**src/rtl/bias_relu.sv**
```systemverilog
`default_nettype none
// ============================================================================
// Module   : bias_relu
// Purpose  : Captures a ROWS x COLS signed result matrix and a per-row bias
//            vector, then produces one activation element per clock:
//            result[r][c] = relu(sat32(matrix[r][c] + bias[r])).
//            The finished matrix is held on `result` with `done` high.
// Ports    : clk       - clock, all state updates on rising edge
//            rst       - synchronous active-high reset
//            enable    - start request, sampled only in IDLE and DONE
//            matrix_in - [ROWS][COLS] x 32-bit signed input matrix
//            bias      - [ROWS] x 32-bit signed bias, one per row
//            result    - [ROWS][COLS] x 32-bit activation matrix
//            busy      - high while elements are being produced
//            done      - high while the finished matrix is presented
// Revision : 1.0 - initial release
// ============================================================================
module bias_relu #(
  parameter int ROWS    = 4,
  parameter int COLS    = 4,
  parameter int RELU_EN = 1
) (
  input  logic                              clk,
  input  logic                              rst,
  input  logic                              enable,
  input  logic [ROWS-1:0][COLS-1:0][31:0]   matrix_in,
  input  logic [ROWS-1:0][31:0]             bias,
  output logic [ROWS-1:0][COLS-1:0][31:0]   result,
  output logic                              busy,
  output logic                              done
);

  localparam int RW = (ROWS > 1) ? $clog2(ROWS) : 1;
  localparam int CW = (COLS > 1) ? $clog2(COLS) : 1;
  localparam logic [RW-1:0] LAST_R = RW'(ROWS - 1);
  localparam logic [CW-1:0] LAST_C = CW'(COLS - 1);

  localparam logic [1:0] S_IDLE = 2'd0;
  localparam logic [1:0] S_RUN  = 2'd1;
  localparam logic [1:0] S_DONE = 2'd2;

  logic [1:0]                        state_q, state_d;
  logic [RW-1:0]                     r_q, r_d;
  logic [CW-1:0]                     c_q, c_d;
  logic [ROWS-1:0][COLS-1:0][31:0]   mat_q;
  logic [ROWS-1:0][31:0]             bias_q;
  logic [ROWS-1:0][COLS-1:0][31:0]   result_q;

  logic        capture;
  logic        last_elem;
  logic [31:0] elem;
  logic [31:0] row_bias;
  logic [32:0] sum;
  logic [31:0] sat;
  logic [31:0] act;

  assign capture   = (state_q == S_IDLE) && enable;
  assign last_elem = (r_q == LAST_R) && (c_q == LAST_C);

  // --------------------------------------------------------------------------
  // Datapath: sign-extend both operands to 33 bits so the carry into bit 32
  // exposes overflow; bits [32:31] disagreeing means the sum left 32-bit range.
  // --------------------------------------------------------------------------
  assign elem     = mat_q[r_q][c_q];
  assign row_bias = bias_q[r_q];
  assign sum      = {elem[31], elem} + {row_bias[31], row_bias};

  always_comb begin
    sat = sum[31:0];
    case (sum[32:31])
      2'b01:   sat = 32'h7FFF_FFFF;  // positive overflow
      2'b10:   sat = 32'h8000_0000;  // negative overflow
      default: sat = sum[31:0];
    endcase
  end

  always_comb begin
    act = sat;
    if ((RELU_EN != 0) && sat[31]) begin
      act = 32'h0;
    end
  end

  // --------------------------------------------------------------------------
  // FSM: state register
  // --------------------------------------------------------------------------
  always_ff @(posedge clk) begin
    if (rst) begin
      state_q <= S_IDLE;
      r_q     <= '0;
      c_q     <= '0;
    end else begin
      state_q <= state_d;
      r_q     <= r_d;
      c_q     <= c_d;
    end
  end

  // --------------------------------------------------------------------------
  // FSM: next-state logic (row-major walk over the captured matrix)
  // --------------------------------------------------------------------------
  always_comb begin
    state_d = state_q;
    r_d     = r_q;
    c_d     = c_q;
    case (state_q)
      S_IDLE: begin
        if (enable) begin
          state_d = S_RUN;
          r_d     = '0;
          c_d     = '0;
        end
      end
      S_RUN: begin
        if (last_elem) begin
          state_d = S_DONE;
          r_d     = '0;
          c_d     = '0;
        end else if (c_q == LAST_C) begin
          c_d = '0;
          r_d = r_q + 1'b1;
        end else begin
          c_d = c_q + 1'b1;
        end
      end
      S_DONE: begin
        // Holding enable high keeps the result presented; a restart needs
        // enable to drop for at least one edge first.
        if (!enable) begin
          state_d = S_IDLE;
        end
      end
      default: begin
        state_d = S_IDLE;
        r_d     = '0;
        c_d     = '0;
      end
    endcase
  end

  // --------------------------------------------------------------------------
  // FSM: outputs
  // --------------------------------------------------------------------------
  always_comb begin
    busy = (state_q == S_RUN);
    done = (state_q == S_DONE);
  end

  // --------------------------------------------------------------------------
  // Capture and result registers. Elements not yet rewritten in the current
  // run keep whatever the previous run left there.
  // --------------------------------------------------------------------------
  always_ff @(posedge clk) begin
    if (rst) begin
      mat_q    <= '0;
      bias_q   <= '0;
      result_q <= '0;
    end else begin
      if (capture) begin
        mat_q  <= matrix_in;
        bias_q <= bias;
      end
      if (state_q == S_RUN) begin
        result_q[r_q][c_q] <= act;
      end
    end
  end

  assign result = result_q;

endmodule
`default_nettype wire

```
**config.mk**
```make
export PLATFORM = sky130hd
export DESIGN_NAME = bias_relu
export DESIGN_NICKNAME = d
export VERILOG_FILES = /design/src/rtl/bias_relu.sv
export SDC_FILE = /design/constraint.sdc
export NUM_CORES = 2
export LEC_CHECK = 0
export CORE_AREA = 2 2 451 453
export CTS_BUF_LIST = sky130_fd_sc_hd__clkbuf_8
export DETAILED_ROUTE_END_ITERATION = 16
export DIE_AREA = 0 0 453 455
export PLACE_DENSITY = 0.43
export RECOVER_POWER = 50
export REMOVE_ABC_BUFFERS = 1
export SYNTH_ARGS = -nofsm -noshare
export SYNTH_HDL_FRONTEND = slang
export SYNTH_SLANG_ARGS = --single-unit
export TNS_END_PERCENT = 100
```
**constraint.sdc**
```tcl
create_clock -name clk -period 4.9 [get_ports clk]
set_input_delay 0.49 -clock clk [delete_from_list [all_inputs] [get_ports clk]]
set_output_delay 0.49 -clock clk [all_outputs]
set_load 0.03 [all_outputs]
```
## After elaboration in Yosys (flattened, before gate mapping)

Index checks and enable logic that the tools add are counted.

- Register bits after elaboration: 1158
- Input bits: 643
- Output and inout bits: 514
- Logic and storage cells: 89

- $add $sub $neg: 3
- $lt $le $gt $ge: 4
- Equality and inequality tests: 10
- Muxes and demuxes: 24
- Bitwise logic cells: 1
- Reduce and logical (&&, ||, !) cells: 8

Operators by type and width:

| operator | count |
|---|---|
| $bwmux 512 | 1 |
| $bmux 128 s2 | 1 |
| $demux 128 s2 | 1 |
| $mux 128 | 2 |
| $bmux 32 s2 | 2 |
| $mux 32 | 3 |
| $demux 32 s2 | 1 |
| $pmux 32 s2 | 1 |
| $add 32x32->33 | 1 |
| $mux 31 | 1 |
| $pmux 2 s3 | 3 |
| $mux 2 | 8 |
| $eq 2x2->1 const B | 4 |
| $lt 2x3->1 const B | 2 |
| $reduce_and 3->1 | 2 |
| $add 2x1->2 const B | 2 |
| $eq 2x1->1 const B | 2 |
| $ge 2x1->1 const B | 2 |
| $logic_and 1x1->1 | 4 |
| $ne 2x2->1 const B | 2 |
| $ne 3x1->1 const B | 1 |
| $logic_not 2->1 | 1 |
| $ne 2x1->1 const B | 1 |
| $reduce_and 2->1 | 1 |
| $not 1->1 | 1 |

## Logic depth before layout (Yosys ltp)

- Depth after elaboration: 9
- Gate-level depth with buffers: 17

## Worst setup path after synthesis

Ideal clock, no wire load.

- Path type: register to register
- From: register r_q[0]
- To: register result_q, in the netlist result[156]
- Library setup time: 0.120 ns
- Arrival time: 4.868 ns
- Required time: 4.780 ns
- Path slack: -0.088 ns
- Stages on the path, launching flop included: 17
- Clock period less this slack: 4.988 ns
- Cells stage by stage: dfxtp_1 > buf_2 > clkbuf_1 > clkbuf_1 > buf_1 > mux4_2 > ha_1 > buf_6 > a21o_1 > a221o_1 > a2111o_1 > o22a_2 > a21o_1 > a211o_1 > a41oi_4 > buf_6 > o21ai_2

- Word-level cells in the longest chain between the ends: 9
- Elaborated cells between the ends (all ways): 17
- Classes of those cells: 1 x add/sub; 2 x order compare; 2 x eq/ne; 11 x mux; 1 x reduce/logical

Ends and longest elaborated chain:

| what | RTL line | source |
|---|---|---|
| start, declared | 43 | `logic [RW-1:0] r_q, r_d;` |
| start signal, assigned | 94 | `r_q <= r_d;` |
| $bmux 128 s2 | 64 | `assign elem = mat_q[r_q][c_q];` |
| $mux 128 (implied by the code) | 64 |  |
| $bmux 32 s2 | 64 |  |
| $mux 32 (implied by the code) | 64 |  |
| $add 32x32->33 | 66 | `assign sum = {elem[31], elem} + {row_bias[31], row_bias};` |
| $eq 2x2->1 or $eq 2x1->1 (tied branches) | 70 | `case (sum[32:31])` |
| $pmux 32 s2 | 70 |  |
| $mux 31 | 79 | `if ((RELU_EN != 0) && sat[31]) begin` |
| $bwmux 512 (*) | 164 | `result_q[r_q][c_q] <= act;` |
| end signal, assigned by index | 164 |  |
| end, declared | 47 | `logic [ROWS-1:0][COLS-1:0][31:0] result_q;` |

Every way passes the cells marked *; elsewhere a longest branch is shown, timed or not. The select of a mux whose other input is x is not followed.
A chain may end at the register's enable or synchronous reset.

## Final worst setup path

- From: register r_q[0]
- To: register result_q, in the netlist result[507]

The elaborated chain is that of the path after synthesis.

==> flow_metrics.py <==
metrics = {
    "timing": {
        "period_needed_ps": 4790,
        "max_slew_margin_pct": -81.0,
        "finalSetupViolCount": 0,
        "finalCritPeriodShare_pct": 97.8,
        "clock.fmax_ghz": 0.209,
        "tightest_slew_ps": 2710,
        "setup_tns_ps": 0,
        "slew_violations": 323,
        "fin_worst_skew_ps": 67.2,
        "rsz0062_at_grt": "yes",
        "finalHoldViolCount": 0,
    },
    "cells_and_area": {
        "areaGrowthSynthToFinish_pct": 57.7,
        "design_area_um2": 68800,
        "drive_above_1_share_pct": 12.4,
        "fin_util_pct": 34.2,
        "fin_nets": 7287,
    },
    "synth": {
        "yosysSeqAreaShare_pct": 52.4,
        "yosysTopAreaCellShare_pct": 52.4,
        "synthDistinctLibCells": 57,
        "netlist_top_cells_count": "nand2_1 (1,801), dfxtp_1 (1,142), a21oi_1 (698)",
        "ys_async_sr_fraction_pct": 0,
        "yosysMostFrequentCell": "nand2_1",
        "syn_area_per_cell_um2": 8.68,
        "synthCells": 5026,
        "syn_area_um2": 43600,
        "synth-main-ff-cell": "dfxtp_1",
        "ys_warn_count": 0,
        "ys_ff_latch": 1142,
        "yosys-top-cells-area": "dfxtp_1 (52%), nand2_1 (15%), mux4_2 (9.9%)",
        "yosys.area.top_type": "dfxtp_1",
        "synth-edff-count": 0,
    },
    "detailed_routing": {
        "viasPerCell": 4.45,
        "firstDrtPassIters": 7,
        "drtAntennaViolNets": 0,
        "routed_wl_um": 218000,
        "wl_per_cell_um": 23.1,
        "drc": 0,
        "dr.first_iter.drc_count": 2503,
        "num_vias": 42000,
    },
    "flow_run": {
        "drv_cap": 2,
    },
    "floorplan": {
        "start_util_pct": 21.7,
        "dieArea_um2": 206000,
        "num_rows": 165,
        "die_w_um": 453,
        "dieHeight_um": 455,
        "coreArea_um2": 201000,
        "ios": 1157,
    },
    "global_route": {
        "gr-usage-all-layers_pct": 20.0,
        "grt-ovfl-total": 0,
        "grt_max_degree": 206,
        "grt_pass1_vias": 42400,
        "grt_first_pass_wirelength_um": 299000,
        "antenna_found_initial": 29,
    },
    "placed_design": {
        "hpwl_um": 157000,
        "port_buffers": 1140,
        "dpl-instance-area_um2": 59700,
        "place.gp.congestion": 0.834,
    },
    "clock_network": {
        "cts.sinks": 1142,
        "cts_made_buffers": 205,
        "cts-root-buf": "clkbuf_8",
        "cts_tree": "built",
        "cts.clk_slew.worst_paths_ps": 60,
        "insertion_delay_ps": 970,
        "htreeDepth": 4,
        "cts_buffer_depth": 3,
    },
    "setup_path": {
        "crit_path_frequent_cell": "buf_12",
        "crit_required_ps": 5770,
        "slowest_stage": "mux4_2",
        "regToRegEndpoint": "result[507]",
        "cp.arrival_ps": 5660,
        "timing.rr.start": "r_q[0]",
        "ff2ff_setup_slack_ps": 110,
        "crit_chain": "buf_16 -> buf_12 -> mux4_2 -> mux4_2 -> ha_4 -> o211ai_1 -> o21a_1 -> a211oi_2 -> buf_4 -> o21ai_2 -> buf_4 -> o211a_1 -> a311oi_4 -> buf_6 -> buf_12 -> buf_12 -> nor3b_4 -> buf_12 -> clkbuf_16 -> o21ai_0",
        "critPathLaunchType": "flip-flop",
        "cp_max_fo": 8,
        "reg2reg_depth": 20,
        "cp_slowest_stage_delay_ps": 600,
        "path_class": "reg2reg",
        "worstSetupEndpointType": "flip-flop",
    },
    "hold_path": {
        "worstHoldStart": "matrix_in[332]",
        "holdCritPathClass": "in2reg",
        "worstHoldEndpoint": "mat_q[332]",
        "hold_depth": 3,
    },
    "status": {
        "status": "finished with violations",
        "failed_checks": "capacitance limit, slew limit",
    },
    "power_and_ir_drop": {
        "peakVddDrop_mv": 0.270,
        "p_sw_uw": 6430,
        "seq_power_share_pct": 43.3,
        "powerDensity_nw_per_um2": 330,
        "swShare_pct": 28.3,
        "p_int_uw": 16300,
        "p_clk_share_pct": 41.6,
        "p_leak_uw": 0.0252,
        "p_comb_share_pct": 15.2,
    },
}
[logic make-up (layout without fill, tap and decap cells)]
kind of cell             Yosys count  count (layout)  synth area share, %
AO/OA/AOI/OAI                   1279            1279                 15.3
XOR/XNOR                          19              19                0.381
adder cells (fa/ha/maj)           41              41                 1.19
buffers and inverters            436            2155                 4.04
flip-flops                      1142            1142                 52.4
multiplexers                     193             193                 9.93
other                              1              36              0.00859
AND/OR/NAND/NOR                 1915            1915                 16.8
[flip-flops by register name (all words and copies together), names as in the netlist]
| name | flops |
|---|---|
| mat_q | 512 |
| c_q | 2 |
| r_q | 2 |
| result | 496 |
| bias_q | 128 |
| state_q | 2 |
[cell usage in the layout (no fill, tap or decap), types with 5 or more instances in the layout]
cell,count
clkbuf_8,258
o21ai_0,463
o21ai_2,11
ha_4,9
buf_6,10
mux4_2,192
clkinvlp_4,6
ha_1,30
clkdlybuf4s50_1,1139
a21o_1,15
o211ai_1,6
nand2_1,1801
xor2_1,8
o21ai_1,42
dlygate4sd3_1,384
nor2_1,29
buf_12,84
conb_1,16
dfxtp_1,1139
nor3_1,8
a21oi_4,18
bufinv_16,8
nand3_1,10
and3_1,7
nand3_2,13
nor2_2,15
clkinv_2,13
o21bai_1,8
diode_2,20
o21a_1,5
buf_4,140
inv_1,84
xnor2_1,11
a21oi_1,677
clkbuf_16,11
nand4_1,6
[cell type report]
cell class                 count  area [um^2]
multi-input combinational   3463        19700
clock inverter               106          738
antenna                       20         50.0
clock buffer                 258         3550
fill                       21100       132000
sequential                  1142        22900
tap                         2672         3340
timing repair buffer        1776        18500
inverter                      15         58.8
[worst max-delay path by stage]
stage	startpoint	endpoint	slack (ps)	depth (start not counted)
after floorplan	enable	bias_q[0]	-8140	3
after global placement	r_q[1]	result[138]	-120	17
after detailed placement	r_q[1]	result[330]	-180	17
after CTS	r_q[0]	result[468]	-30	17
after global routing	r_q[1]	result[379]	-20	20
final	r_q[0]	result[507]	110	20
[layer usage]
layer  part of all wire [%]  vias to the layer above  GRT usage [%]
li1                       -                    20100              -
met1                     40                    20400           23.2
met2                     51                     1223           36.0
met3                    5.2                      298           3.66
met4                    3.7                        2           8.03
met5                 0.0073                        -              0
[per-stage QoR]
stage / hold slack (ps) / setup WS [ps] / std cells / power (uW)
after global routing: 51.7 / -20.2 / 9444 / 23700
after global placement: 434 / -118 / 8642 / 13100
after floorplan: 427 / -8140 / 4620 / 11400
final: 148 / 110 / 9452 / 22700
after detailed placement: 441 / -177 / 8642 / 13200
after CTS: 0.961 / -32.3 / 9398 / 23000
[what timing repair did]
| item | CTS | global route |
|---|---|---|
| resized for setup | 10 | 76 |
| endpoints found under the setup margin | 495 | 490 |
| hold buffers | 384 | 0 |
| cloned | 1 | 13 |
| setup buffers | 7 | 22 |
| endpoints found under the hold margin | 409 | 0 |
| pin swaps | 2 | 9 |
[worst max-delay path, delay by kind of cell (launching register included)]
kind                       cells  cell delay, ps
adders and majority gates      1             330
buffers and inverters          9            1380
muxes                          2            1140
AOI/OAI and AO/OA              7            1300
DFF                            1             430
and+or+nand+nor                1              50
[power by group through the flow]
stage	clock network, uW	registers, uW	logic, uW
2_1_floorplan	0	9990	1360
3_3_place_gp	0	10000	3110
3_5_place_dp	0	10000	3120
4_1_cts	9740	9830	3440
5_1_grt	10100	9870	3690
6_report	9450	9830	3440
(Power assumes the default switching activity.)
